`src/rtl/div_share_ctrl.sv`:
```
// Shared repeated-subtraction divider with a two-port round-robin arbiter.
// One subtraction runs per clock, and each result is returned with a valid pulse tagged with its owner.
module div_share_ctrl #(
    parameter int W = 5
) (
    input  logic         clk,
    input  logic         rst,
    input  logic         req0,
    input  logic [W-1:0] a0,
    input  logic [W-1:0] b0,
    input  logic         req1,
    input  logic [W-1:0] a1,
    input  logic [W-1:0] b1,
    output logic         gnt0,
    output logic         gnt1,
    output logic         busy,
    output logic         valid,
    output logic         id,
    output logic [W-1:0] quo,
    output logic [W-1:0] rem,
    output logic         dz
);

    localparam logic [1:0] S_IDLE = 2'd0;
    localparam logic [1:0] S_CALC = 2'd1;
    localparam logic [1:0] S_DONE = 2'd2;

    logic [1:0]   state;
    logic         ptr;
    logic         owner;
    logic [W-1:0] r;
    logic [W-1:0] d;
    logic [W-1:0] q;
    logic         pick;

    // When both requesters compete, the round-robin pointer decides; otherwise the lone requester wins.
    always_comb begin
        pick = 1'b0;
        if (req0 && req1) begin
            pick = ptr;
        end else if (req1) begin
            pick = 1'b1;
        end
    end

    always_ff @(posedge clk or negedge rst) begin
        if (!rst) begin
            state <= S_IDLE;
            ptr   <= 1'b0;
            owner <= 1'b0;
            r     <= '0;
            d     <= '0;
            q     <= '0;
            gnt0  <= 1'b0;
            gnt1  <= 1'b0;
            busy  <= 1'b0;
            valid <= 1'b0;
            id    <= 1'b0;
            quo   <= '0;
            rem   <= '0;
            dz    <= 1'b0;
        end else begin
            gnt0  <= 1'b0;
            gnt1  <= 1'b0;
            valid <= 1'b0;
            case (state)
                S_IDLE: begin
                    if (req0 || req1) begin
                        r     <= pick ? a1 : a0;
                        d     <= pick ? b1 : b0;
                        q     <= '0;
                        owner <= pick;
                        gnt0  <= ~pick;
                        gnt1  <= pick;
                        busy  <= 1'b1;
                        state <= S_CALC;
                    end
                end
                S_CALC: begin
                    if (d == '0) begin
                        quo   <= '1;
                        rem   <= r;
                        dz    <= 1'b1;
                        id    <= owner;
                        valid <= 1'b1;
                        state <= S_DONE;
                    end else if (r >= d) begin
                        r <= r - d;
                        q <= q + 1'b1;
                    end else begin
                        quo   <= q;
                        rem   <= r;
                        dz    <= 1'b0;
                        id    <= owner;
                        valid <= 1'b1;
                        state <= S_DONE;
                    end
                end
                S_DONE: begin
                    ptr   <= ~id;
                    busy  <= 1'b0;
                    state <= S_IDLE;
                end
                default: begin
                    busy  <= 1'b0;
                    state <= S_IDLE;
                end
            endcase
        end
    end

endmodule

```
`config.mk`:
```
export PLATFORM = sky130hd
export DESIGN_NAME = div_share_ctrl
export DESIGN_NICKNAME = d
export VERILOG_FILES = /design/src/rtl/div_share_ctrl.sv
export SDC_FILE = /design/constraint.sdc
export NUM_CORES = 1
export LEC_CHECK = 0
export CAP_MARGIN = 20
export CORE_MARGIN = 2
export CORE_UTILIZATION = 50
export CTS_BUF_LIST = sky130_fd_sc_hd__clkbuf_4 sky130_fd_sc_hd__clkbuf_8 sky130_fd_sc_hd__clkbuf_16
export DETAILED_ROUTE_END_ITERATION = 8
export GPL_TIMING_DRIVEN = 0
export HOLD_SLACK_MARGIN = 0.05
export PLACE_DENSITY = 0.91
export SYNTH_ARGS = -nofsm -noshare
export SYNTH_HDL_FRONTEND = slang
export SYNTH_SLANG_ARGS = --single-unit
```
`constraint.sdc`:
```
create_clock -name clk -period 6.3 [get_ports clk]
set_input_delay 0.63 -clock clk [delete_from_list [all_inputs] [get_ports clk]]
set_output_delay 0.63 -clock clk [all_outputs]
set_load 0.01 [all_outputs]
```
==> results of run 1 <==
placed cells by master (no fill, tap or decap):
cell / synthesis / layout
sky130_fd_sc_hd__a21o_1: 2 / 2
sky130_fd_sc_hd__buf_2: 1 / 2
sky130_fd_sc_hd__clkbuf_4: 0 / 6
sky130_fd_sc_hd__nand2_1: 17 / 17
sky130_fd_sc_hd__nor2b_1: 2 / 2
sky130_fd_sc_hd__mux2i_1: 9 / 9
sky130_fd_sc_hd__o21ai_0: 5 / 5
sky130_fd_sc_hd__clkdlybuf4s50_1: 0 / 38
sky130_fd_sc_hd__buf_6: 1 / 1
sky130_fd_sc_hd__a2bb2oi_1: 3 / 3
sky130_fd_sc_hd__ha_1: 6 / 6
sky130_fd_sc_hd__and2b_2: 1 / 1
sky130_fd_sc_hd__a22oi_1: 4 / 4
sky130_fd_sc_hd__o21ai_4: 1 / 1
sky130_fd_sc_hd__mux2_4: 4 / 4
sky130_fd_sc_hd__a22o_1: 1 / 1
sky130_fd_sc_hd__nand3_1: 2 / 2
sky130_fd_sc_hd__nor2_1: 5 / 5
sky130_fd_sc_hd__inv_1: 10 / 10
sky130_fd_sc_hd__a31oi_2: 1 / 1
sky130_fd_sc_hd__mux2_2: 8 / 8
sky130_fd_sc_hd__a21o_2: 1 / 1
sky130_fd_sc_hd__o22a_1: 5 / 5
sky130_fd_sc_hd__nand2b_1: 2 / 2
sky130_fd_sc_hd__dfrtp_1: 35 / 35
sky130_fd_sc_hd__or4_4: 1 / 1
sky130_fd_sc_hd__xnor2_1: 1 / 1
sky130_fd_sc_hd__a21oi_1: 2 / 2
sky130_fd_sc_hd__a21boi_0: 2 / 2
sky130_fd_sc_hd__o21a_1: 1 / 1
sky130_fd_sc_hd__nor3b_1: 1 / 1
sky130_fd_sc_hd__a21oi_2: 1 / 1
sky130_fd_sc_hd__fa_1: 1 / 1
sky130_fd_sc_hd__nand3b_1: 1 / 1
sky130_fd_sc_hd__nor3_1: 3 / 3
sky130_fd_sc_hd__o21ai_2: 4 / 4
sky130_fd_sc_hd__buf_4: 1 / 1
sky130_fd_sc_hd__a22oi_2: 1 / 1
sky130_fd_sc_hd__xor2_1: 2 / 2
sky130_fd_sc_hd__inv_4: 1 / 1
metrics by stage:
step / cell area, um2 / cells
after global routing: 2240 / 240
after detailed placement: 2190 / 234
final: 2240 / 240
after floorplan: 1750 / 149
after CTS: 2240 / 240
after global placement: 2200 / 234
routing by layer:
metal	track usage	wire length, um
met2	0.324	1700
met1	0.241	1510
met5	0	0
met4	0.0833	70
met3	0.0464	205
power by group:
part	internal [uW]	switching, uW
clock	43.9	66.2
sequential	331	82.0
combinational	384	339
total	760	487
layout make-up:
type,count,area (um2),area share
repair buffers,39,385,0.172
plain buffers,3,23.8,0.0106
multi-input cells,100,805,0.360
flip-flops and latches,35,876,0.392
inverters,11,43.8,0.0196
clock buffers,6,45.0,0.0201
well taps,46,57.6,0.0257
state kept, by name, indices dropped and copies added, names as in the netlist, 2 cells and up:
register and cells:
d 5, q 5, quo 5, r 5, rem 5, state 2
worst min-delay path by stage:
stage / startpoint / end / slack, ps / depth (start not counted)
6_report: rst / quo[4] / 350 / 1
5_1_grt: rst / r[1] / 410 / 1
4_1_cts: rst / r[1] / 360 / 1
3_5_place_dp: owner / owner / 480 / 1
3_3_place_gp: owner / owner / 460 / 1
2_1_floorplan: rst / busy / 330 / 0
critical path: stages (launching register included):
cell	delay (ps)
sky130_fd_sc_hd__dfrtp_1	390
sky130_fd_sc_hd__inv_1	70
sky130_fd_sc_hd__ha_1	360
sky130_fd_sc_hd__a21oi_2	180
sky130_fd_sc_hd__o21ai_2	70
sky130_fd_sc_hd__a31oi_2	390
sky130_fd_sc_hd__o21ai_2	190
sky130_fd_sc_hd__inv_4	150
sky130_fd_sc_hd__mux2_2	340
kinds of logic (layout without fill, tap and decap cells):
family	Yosys count	count (layout)	synth area share
muxes	21	21	0.137
buffers and inverters	14	59	0.0387
DFF	35	35	0.501
AOI/OAI and AO/OA	34	34	0.157
and+or+nand+nor	35	35	0.0959
adders and majority gates	7	7	0.0544
xor gates and xnor gates	3	3	0.0150
==> summary.md, run 1 <==
| Metric | Value |
|---|---|
| Post-route core utilization | 0.670 |
| Crit path time final | 2270 ps |
| Clock tree from TritonCTS | built |
| Setup repair after global routing missed its margin | false |
| Die Ht | 63.1 um |
| Number of enable-type register cells in the synthesized netlist | 0 |
| Clock latency on the worst-skew pair | 340 ps |
| Cell with the most instances after synthesis | sky130_fd_sc_hd__dfrtp_1 |
| Leading post-synthesis cells by instance count | sky130_fd_sc_hd__dfrtp_1, sky130_fd_sc_hd__nand2_1, sky130_fd_sc_hd__inv_1 |
| Power density over the cells | 558 nW/um2 |
| Site Rows | 21 |
| Highest net fanout along the worst path | 10 |
| RePlAce Congestion | 0.850 |
| Worst-margin pin slew | 740 ps |
| Initial Utilization | 0.524 |
| Setup TNS Final | 0 ps |
| Min-Delay Path Class | input port to async pin |
| Fillcell total | 252 |
| Overall via count from detail_route | 1292 |
| Number of diodes added for antenna fixing | 0 |
| WHS | 346 ps |
| Drt first-iter violations | 52 |
| Buffers inserted during post-CTS setup optimization | 0 |
| Die width | 63.1 um |
| Path type of the worst setup path | flop to flop |
| Worst clock skew | 11.7 ps |
| Core footprint | 3340 um2 |
| Max Clk Rate | 0.440 GHz |
| R2r setup slk | 4030 ps |
| Routed wire length | 3.49 mm |
| Maximum level of the CTS H-tree | 2 |
| Vias in the first global route | 1310 |
| YS warnings | 0 |
| Root Driver | sky130_fd_sc_hd__clkbuf_4 |
| Cell Area, Synth | 1750 um2 |
| Residual antenna-violating net count after detailed routing | 0 |
| Half-perimeter wire length of the detailed placement result | 2.56 mm |
| Total DRC errors in the routed layout | 0 |
| Power consumption | 1250 uW |
| Overall Global Routing Usage | 0.195 |
| Worst path arrival time | 2490 ps |
| Ratio of cells with drive above 1 in the final layout | 0.175 |
| Fraction of post-synthesis cell area in the top cell type by area | 0.501 |
| Full die area | 3980 um2 |
| Worst Setup Start Kind | flop |
| Data required time at the worst endpoint | 6520 ps |
| Hold buffers post-CTS | 0 |
| Cell count after synthesis | 149 |
| Post-place setup slack | 3840 ps |
| Largest area contributor in the netlist | sky130_fd_sc_hd__dfrtp_1 |
| IO buf count | 39 |
| Crit path to | rem[3] |
| R2R depth | 8 |
| Reg2reg end | rem[3] |
| Leak Pwr | 0.00103 uW |
| Number of flip-flops and latches in the synthesized netlist | 35 |
| Total iterations of the first detailed-routing run | 4 |
| Pin count of the biggest net entering global routing | 36 |
| Top area cells in the synthesized netlist | sky130_fd_sc_hd__dfrtp_1, sky130_fd_sc_hd__mux2i_1, sky130_fd_sc_hd__mux2_2 |
| Global route total overflow | 0 |
| Startpoint of the most critical register-to-register path | d[2] |
| Initial antenna violation count | 0 |
| Syn avg cell area | 11.7 um2 |
| Status | finished clean |
| Share of the clock period used by the worst path after layout | 0.361 |
| Number of buffers added by the clock tree synthesis step | 5 |
| Fraction of registers with async set or reset after synthesis | 1.00 |
| Quantity of gates resized following cts | 0 |
| Max transition margin | 0.507 |
| Critical Path Source | d[2] |
| Count of final hold-check violations | 0 |
| Number of top-level pins | 40 |
| Count of final max-slew check failures | 0 |
| Sequential cell area fraction in the yosys report | 0.501 |
| Type of element capturing the critical path | flop |
| Net count of the mapped netlist | 180 |
| Post-synthesis cell type count | 38 |
| Synth-to-Final Area Change | 27.9% |
| Largest voltage drop on the vdd net | 254 uV |
| Global-route wire length before repair | 5.92 mm |
| Total Nets Final | 226 |
| Worst-case clock buffer depth | 2 |
| Vias per cell | 5.38 |
| Average routed wire per standard cell | 14.5 um |
| Clock-pin slew of the registers on the worst-case setup and hold paths | 100 ps |
| MaxCap Viol Count | 0 |
| Setup-violating endpoint count in the final report | 0 |
| Top FF cell, synth | sky130_fd_sc_hd__dfrtp_1 |
| Post-layout worst setup margin | 4030 ps |
| CTS sink cnt | 35 |
Note: power is estimated with default switching activity, not from simulation.
==> inputs of run 2 (changes only) <==
--- a/config.mk
+++ b/config.mk
@@ -7,12 +7,12 @@
 export LEC_CHECK = 0
 export CAP_MARGIN = 20
 export CORE_MARGIN = 2
-export CORE_UTILIZATION = 50
+export CORE_UTILIZATION = 49
 export CTS_BUF_LIST = sky130_fd_sc_hd__clkbuf_4 sky130_fd_sc_hd__clkbuf_8 sky130_fd_sc_hd__clkbuf_16
 export DETAILED_ROUTE_END_ITERATION = 8
 export GPL_TIMING_DRIVEN = 0
 export HOLD_SLACK_MARGIN = 0.05
-export PLACE_DENSITY = 0.91
+export PLACE_DENSITY = 0.89
 export SYNTH_ARGS = -nofsm -noshare
 export SYNTH_HDL_FRONTEND = slang
 export SYNTH_SLANG_ARGS = --single-unit
==> constraint.sdc (replaced) <==
create_clock -name clk -period 2.3 [get_ports clk]
set_input_delay 0.23 -clock clk [delete_from_list [all_inputs] [get_ports clk]]
set_output_delay 0.23 -clock clk [all_outputs]
set_load 0.01 [all_outputs]
==> run 2 against run 1 <==
Against the previous run: clock-buffer cell count rose by 1; first-iteration DRC count increased by 98%; non-clock buffer count is 1 higher; cell count rose by 1.3%; combinational power increased to 2.8 times the previous value; sequential share of layout area shrank 0.54 points; clock power rose to 3.1 times the previous value; fmax up 5.8%; via count fell by 1.0%; critical path type unchanged; largest power group unchanged.
==> summary.md, run 2 (synthesis gave the netlist of run 1 again) <==
| Metric | Value |
|---|---|
| Worst Setup Start Kind | flop |
| Worst clock skew | 21.9 ps |
| Vias in the first global route | 1306 |
| Power density over the cells | 1540 nW/um2 |
| Buffers inserted during post-CTS setup optimization | 0 |
| Overall via count from detail_route | 1279 |
| Status | finished clean |
| Half-perimeter wire length of the detailed placement result | 2.66 mm |
| Total Nets Final | 227 |
| Setup TNS Final | 0 ps |
| Overall Global Routing Usage | 0.195 |
| Max Clk Rate | 0.465 GHz |
| Number of diodes added for antenna fixing | 0 |
| Data required time at the worst endpoint | 2530 ps |
| Area after DPL | 2190 um2 |
| Drt first-iter violations | 103 |
| Initial Utilization | 0.516 |
| Path type of the worst setup path | flop to flop |
| Clock latency on the worst-skew pair | 340 ps |
| Total DRC errors in the routed layout | 0 |
| Min-Delay Path Class | input port to async pin |
| Vias per cell | 5.26 |
| Worst-case clock buffer depth | 2 |
| Global route total overflow | 0 |
| Number of top-level pins | 40 |
| Setup-violating endpoint count in the final report | 0 |
| Site Rows | 21 |
| Total iterations of the first detailed-routing run | 4 |
| Share of the clock period used by the worst path after layout | 0.934 |
| Initial antenna violation count | 0 |
| Post-layout instance area | 2270 um2 |
| # placed instances | 234 |
| Synth-to-Final Area Change | 29.7% |
| Number of buffers added by the clock tree synthesis step | 5 |
| Commonest non-fill, non-tap cells in the layout | sky130_fd_sc_hd__clkdlybuf4s50_1, sky130_fd_sc_hd__dfrtp_1, sky130_fd_sc_hd__nand2_1, sky130_fd_sc_hd__inv_1, sky130_fd_sc_hd__mux2i_1 |
| Combined buffer and inverter count along the critical path | 2 |
| MaxCap Viol Count | 0 |
| IO buf count | 39 |
| Core footprint | 3390 um2 |
| Root Driver | sky130_fd_sc_hd__clkbuf_4 |
| Clock-pin slew of the registers on the worst-case setup and hold paths | 110 ps |
| WHS | 472 ps |
| Full die area | 4060 um2 |
| Sequential cell area in the final layout | 876 um2 |
| Global-route wire length before repair | 6.07 mm |
| Multi-input gate area | 813 um2 |
| Slowest stage cell, crit path | sky130_fd_sc_hd__dfrtp_1 |
| Most frequent standard cell in the layout excluding fill and tap cells | sky130_fd_sc_hd__clkdlybuf4s50_1 |
| CTS sink cnt | 35 |
| Crit path time final | 2150 ps |
| Die Ht | 63.7 um |
| Pin count of the biggest net entering global routing | 36 |
| Worst-margin pin slew | 732 ps |
| Routed wire length | 3.53 mm |
| Average routed wire per standard cell | 14.5 um |
| R2r setup slk | 150 ps |
| Critical path's top delay family | compound AO/OA/AOI/OAI gates |
| Highest net fanout along the worst path | 10 |
| Count of final hold-check violations | 0 |
| Max transition margin | 0.512 |
| Crit path cell chain | inv_1, ha_1, nand2_1, o21ai_2, a31oi_4, a22oi_2, buf_6, mux2_4 |
| Largest voltage drop on the vdd net | 695 uV |
| Maximum level of the CTS H-tree | 2 |
| Ratio of cells with drive above 1 in the final layout | 0.183 |
| Setup repair after global routing missed its margin | false |
| Clock tree from TritonCTS | built |
| Type of element capturing the critical path | flop |
| Worst path arrival time | 2380 ps |
| Largest stage delay on the critical path | 450 ps |
| Post-route insts no fill | 243 |
| Leak Pwr | 0.00104 uW |
| Count of final max-slew check failures | 0 |
| Post-place setup slack | 29.7 ps |
| Residual antenna-violating net count after detailed routing | 0 |
| RePlAce Congestion | 0.839 |
| Fillcell total | 252 |
| Post-layout worst setup margin | 152 ps |
| Die width | 63.7 um |
[run 2: cell types whose count changed in the layout (fill, tap and decap cells not counted)]
cell / before / now
sky130_fd_sc_hd__clkinv_2: 0 / 1
sky130_fd_sc_hd__clkbuf_4: 6 / 7
sky130_fd_sc_hd__dlygate4sd3_1: 0 / 1
sky130_fd_sc_hd__a31oi_4: 0 / 1
sky130_fd_sc_hd__a31oi_2: 1 / 0
[run 2: area by class of cell]
| type | instances | area share |
|---|---|---|
| clock buffers | 7 | 0.0232 |
| multi-input cells | 100 | 0.359 |
| flip-flops and latches | 35 | 0.386 |
| well taps | 46 | 0.0254 |
| clock inverters | 1 | 0.00221 |
| repair buffers | 40 | 0.174 |
| inverters | 11 | 0.0193 |
| plain buffers | 3 | 0.0105 |
[run 2: power by group]
group / leakage, uW / internal [uW] / total, uW / switching, uW
sequential: 0.000429 / 907 / 1120 / 217
clock: 0.0000361 / 143 / 343 / 201
combinational: 0.000579 / 1070 / 2030 / 964
total: 0.00104 / 2120 / 3500 / 1380
[run 2: routing by layer]
metal / vias up / share of wire / GRT usage
met3: 4 / 0.037 / 0.0482
met2: 35 / 0.50 / 0.330
li1: 619 / - / -
met4: 0 / 0.0088 / 0.0489
met1: 621 / 0.46 / 0.250
met5: - / 0 / 0
[run 2: repair_timing]
action,4_1_cts,5_1_grt
pin swaps,0,1
endpoints found under the setup margin,1,4
resized for setup,1,0
hold endpoints to repair,35,0
hold buffers,1,0
[run 2: metrics by stage]
stage,power [uW],util
floorplan,2520,-
global placement,3040,0.648
detailed placement,3130,0.646
CTS,3530,0.669
global route,3790,0.669
finish,3500,0.669
[run 2: path summary, 6_finish.rpt]
kind / startpoint / cells past startpoint / endpoint
min: rst / 2 / q[0]
max: d[1] / 8 / r[2]
max in group asynchronous: rst / 2 / busy
min reg2reg: owner / 1 / owner
min in group clk: owner / 1 / owner
max reg2reg: d[1] / 8 / r[2]
[run 2: worst register-to-register path: cells and delay by family (launching register included)]
family / cells / cell delay [ps]
AOI/OAI and AO/OA: 3 / 610
DFF: 1 / 450
buffers and inverters: 2 / 310
adders and majority gates: 1 / 310
muxes: 1 / 310
and+or+nand+nor: 1 / 60
==> inputs of run 3 (changes only) <==
--- a/config.mk
+++ b/config.mk
@@ -13,6 +13,7 @@
 export GPL_TIMING_DRIVEN = 0
 export HOLD_SLACK_MARGIN = 0.05
 export PLACE_DENSITY = 0.89
+export RECOVER_POWER = 50
 export SYNTH_ARGS = -nofsm -noshare
 export SYNTH_HDL_FRONTEND = slang
 export SYNTH_SLANG_ARGS = --single-unit
==> run 3 against run 2 <==
Against the previous run: clock skew is 2.4 ps lower; via count barely moved; cell count did not move; sequential cell count is the same; critical path depth down 1; sequential share of layout area grew 0.13 points; critical path type unchanged.
==> summary.md, run 3 (synthesis gave the netlist of run 1 again) <==
| Metric | Value |
|---|---|
| Clock-pin slew of the registers on the worst-case setup and hold paths | 100 ps |
| Average routed wire per standard cell | 14.5 um |
| Setup repair after global routing missed its margin | false |
| Setup-violating endpoint count in the final report | 0 |
| Switching share of power | 0.395 |
| Residual antenna-violating net count after detailed routing | 0 |
| Largest voltage drop on the vdd net | 685 uV |
| Max transition margin | 0.284 |
| Combinational share of power | 0.580 |
| Total DRC errors in the routed layout | 0 |
| Maximum level of the CTS H-tree | 2 |
| Largest stage delay on the critical path | 430 ps |
| Initial Utilization | 0.516 |
| Ratio of cells with drive above 1 in the final layout | 0.173 |
| Most frequent standard cell in the layout excluding fill and tap cells | sky130_fd_sc_hd__dfrtp_1 |
| Number of diodes added for antenna fixing | 0 |
| Overall Global Routing Usage | 0.195 |
| Combined buffer and inverter count along the critical path | 1 |
| Startpoint of the most critical register-to-register path | r[2] |
| Core footprint | 3390 um2 |
| Clock latency on the worst-skew pair | 340 ps |
| Total iterations of the first detailed-routing run | 4 |
| Internal power contribution | 2110 uW |
| Leak Pwr | 0.00105 uW |
| Half-perimeter wire length of the detailed placement result | 2.66 mm |
| Share of the clock period used by the worst path after layout | 0.938 |
| Power consumption | 3490 uW |
| Vias in the first global route | 1306 |
| IO buf count | 39 |
| Critical path's top delay family | compound AO/OA/AOI/OAI gates |
| Total Nets Final | 227 |
| Number of buffers added by the clock tree synthesis step | 5 |
| Clock tree from TritonCTS | built |
| RePlAce Congestion | 0.839 |
| Drt first-iter violations | 107 |
| Pin count of the biggest net entering global routing | 36 |
| Crit path time final | 2160 ps |
| Hold path startpoint | owner |
| Vias per cell | 5.27 |
| CTS sink cnt | 35 |
| Initial antenna violation count | 0 |
| Part of the power in the clock network | 0.098 |
| R2r setup slk | 140 ps |
| Min-Delay Path Class | flop to flop |
| Routed wire length | 3.52 mm |
| Worst-case clock buffer depth | 2 |
| Synth-to-Final Area Change | 29.3% |
| Multi-input gate area | 806 um2 |
| Setup TNS Final | 0 ps |
| Type of element capturing the critical path | flop |
| Global-route wire length before repair | 6.07 mm |
| MaxCap Viol Count | 0 |
| Highest net fanout along the worst path | 10 |
| Root Driver | sky130_fd_sc_hd__clkbuf_4 |
| Reg2reg end | r[2] |
| Crit path cell chain | ha_1, a21oi_2, o21ai_2, a31oi_4, a22oi_2, buf_6, mux2_4 |
| Slowest stage cell, crit path | sky130_fd_sc_hd__dfrtp_1 |
| Fillcell total | 254 |
| Overall via count from detail_route | 1280 |
| Power density over the cells | 1540 nW/um2 |
| Global route total overflow | 0 |
| Commonest non-fill, non-tap cells in the layout | sky130_fd_sc_hd__dfrtp_1, sky130_fd_sc_hd__clkdlybuf4s50_1, sky130_fd_sc_hd__nand2_1, sky130_fd_sc_hd__inv_1, sky130_fd_sc_hd__mux2i_1 |
| Sequential cell area in the final layout | 876 um2 |
| Power dissipated by switching net loads | 1380 uW |
| Die width | 63.7 um |
| Max Clk Rate | 0.464 GHz |
| Worst-margin pin slew | 1060 ps |
| Hold Path Stages | 1 |
| Count of final max-slew check failures | 0 |
| Site Rows | 21 |
| Part of the total power dissipated in sequential elements | 0.322 |
| Die Ht | 63.7 um |
| Full die area | 4060 um2 |
| R2R depth | 7 |
| Worst clock skew | 19.5 ps |
| Status | finished clean |
| Worst Setup Start Kind | flop |
| Buffers inserted during post-CTS setup optimization | 0 |
| Count of final hold-check violations | 0 |
| Worst-case hold path end point | owner |
| Data required time at the worst endpoint | 2530 ps |
| Path type of the worst setup path | flop to flop |
| Worst path arrival time | 2390 ps |
| Number of top-level pins | 40 |
[run 3: cell types whose count changed in the layout (fill, tap and decap cells not counted), sizes merged]
cell	change
clkdlybuf4s50	-4
clkbuf	+1
dlygate4sd3	+4
buf	-1
[run 3: routing by layer]
layer	GRT usage	wire length, um
met4	0.0489	31
met2	0.330	1750
met5	0	0
met3	0.0482	138
met1	0.250	1600
[run 3: area by class of cell]
| cell class | count | share of cell area |
|---|---|---|
| Multi-Input combinational cell | 100 | 0.357 |
| Buffer | 3 | 0.0105 |
| Tap cell | 46 | 0.0255 |
| Clock inverter | 1 | 0.00221 |
| Timing Repair Buffer | 40 | 0.175 |
| Clock buffer | 7 | 0.0233 |
| Inverter | 11 | 0.0194 |
| Sequential cell | 35 | 0.388 |
[run 3: timing repair]
item	in CTS	in global routing
resized for setup	1	0
setup endpoints to repair	1	4
endpoints found under the hold margin	35	0
gates cloned	0	0
pin swaps	0	1
hold buffers	1	0
[run 3: through the flow]
stage               utilization  setup WS, ps  cell area, um2  instances  hold WS [ps]
floorplan                     -           287            1750        149         -65.6
global placement          0.648          76.1            2200        234           462
detailed placement        0.646          29.7            2190        234           340
CTS                       0.669           121            2270        243           484
global route              0.667          9.75            2260        243           493
finish                    0.667           144            2260        243           488
[run 3: how the worst max path moves through the flow]
stage | endpoint | from | slack, ps | cells after the start
CTS | id | r[2] | 120 | 7
detailed placement | rem[2] | r[2] | 30 | 7
global placement | id | r[2] | 80 | 7
finish | r[2] | r[2] | 140 | 7
floorplan | id | r[2] | 290 | 7
global route | r[2] | r[2] | 10 | 7
[run 3: power groups by stage]
stage,combinational [uW],clock [uW],sequential [uW]
2_1_floorplan,1380,0,1150
4_1_cts,2060,349,1130
5_1_grt,2230,384,1160
3_5_place_dp,2000,0,1140
6_report,2020,342,1120
3_3_place_gp,1920,0,1120
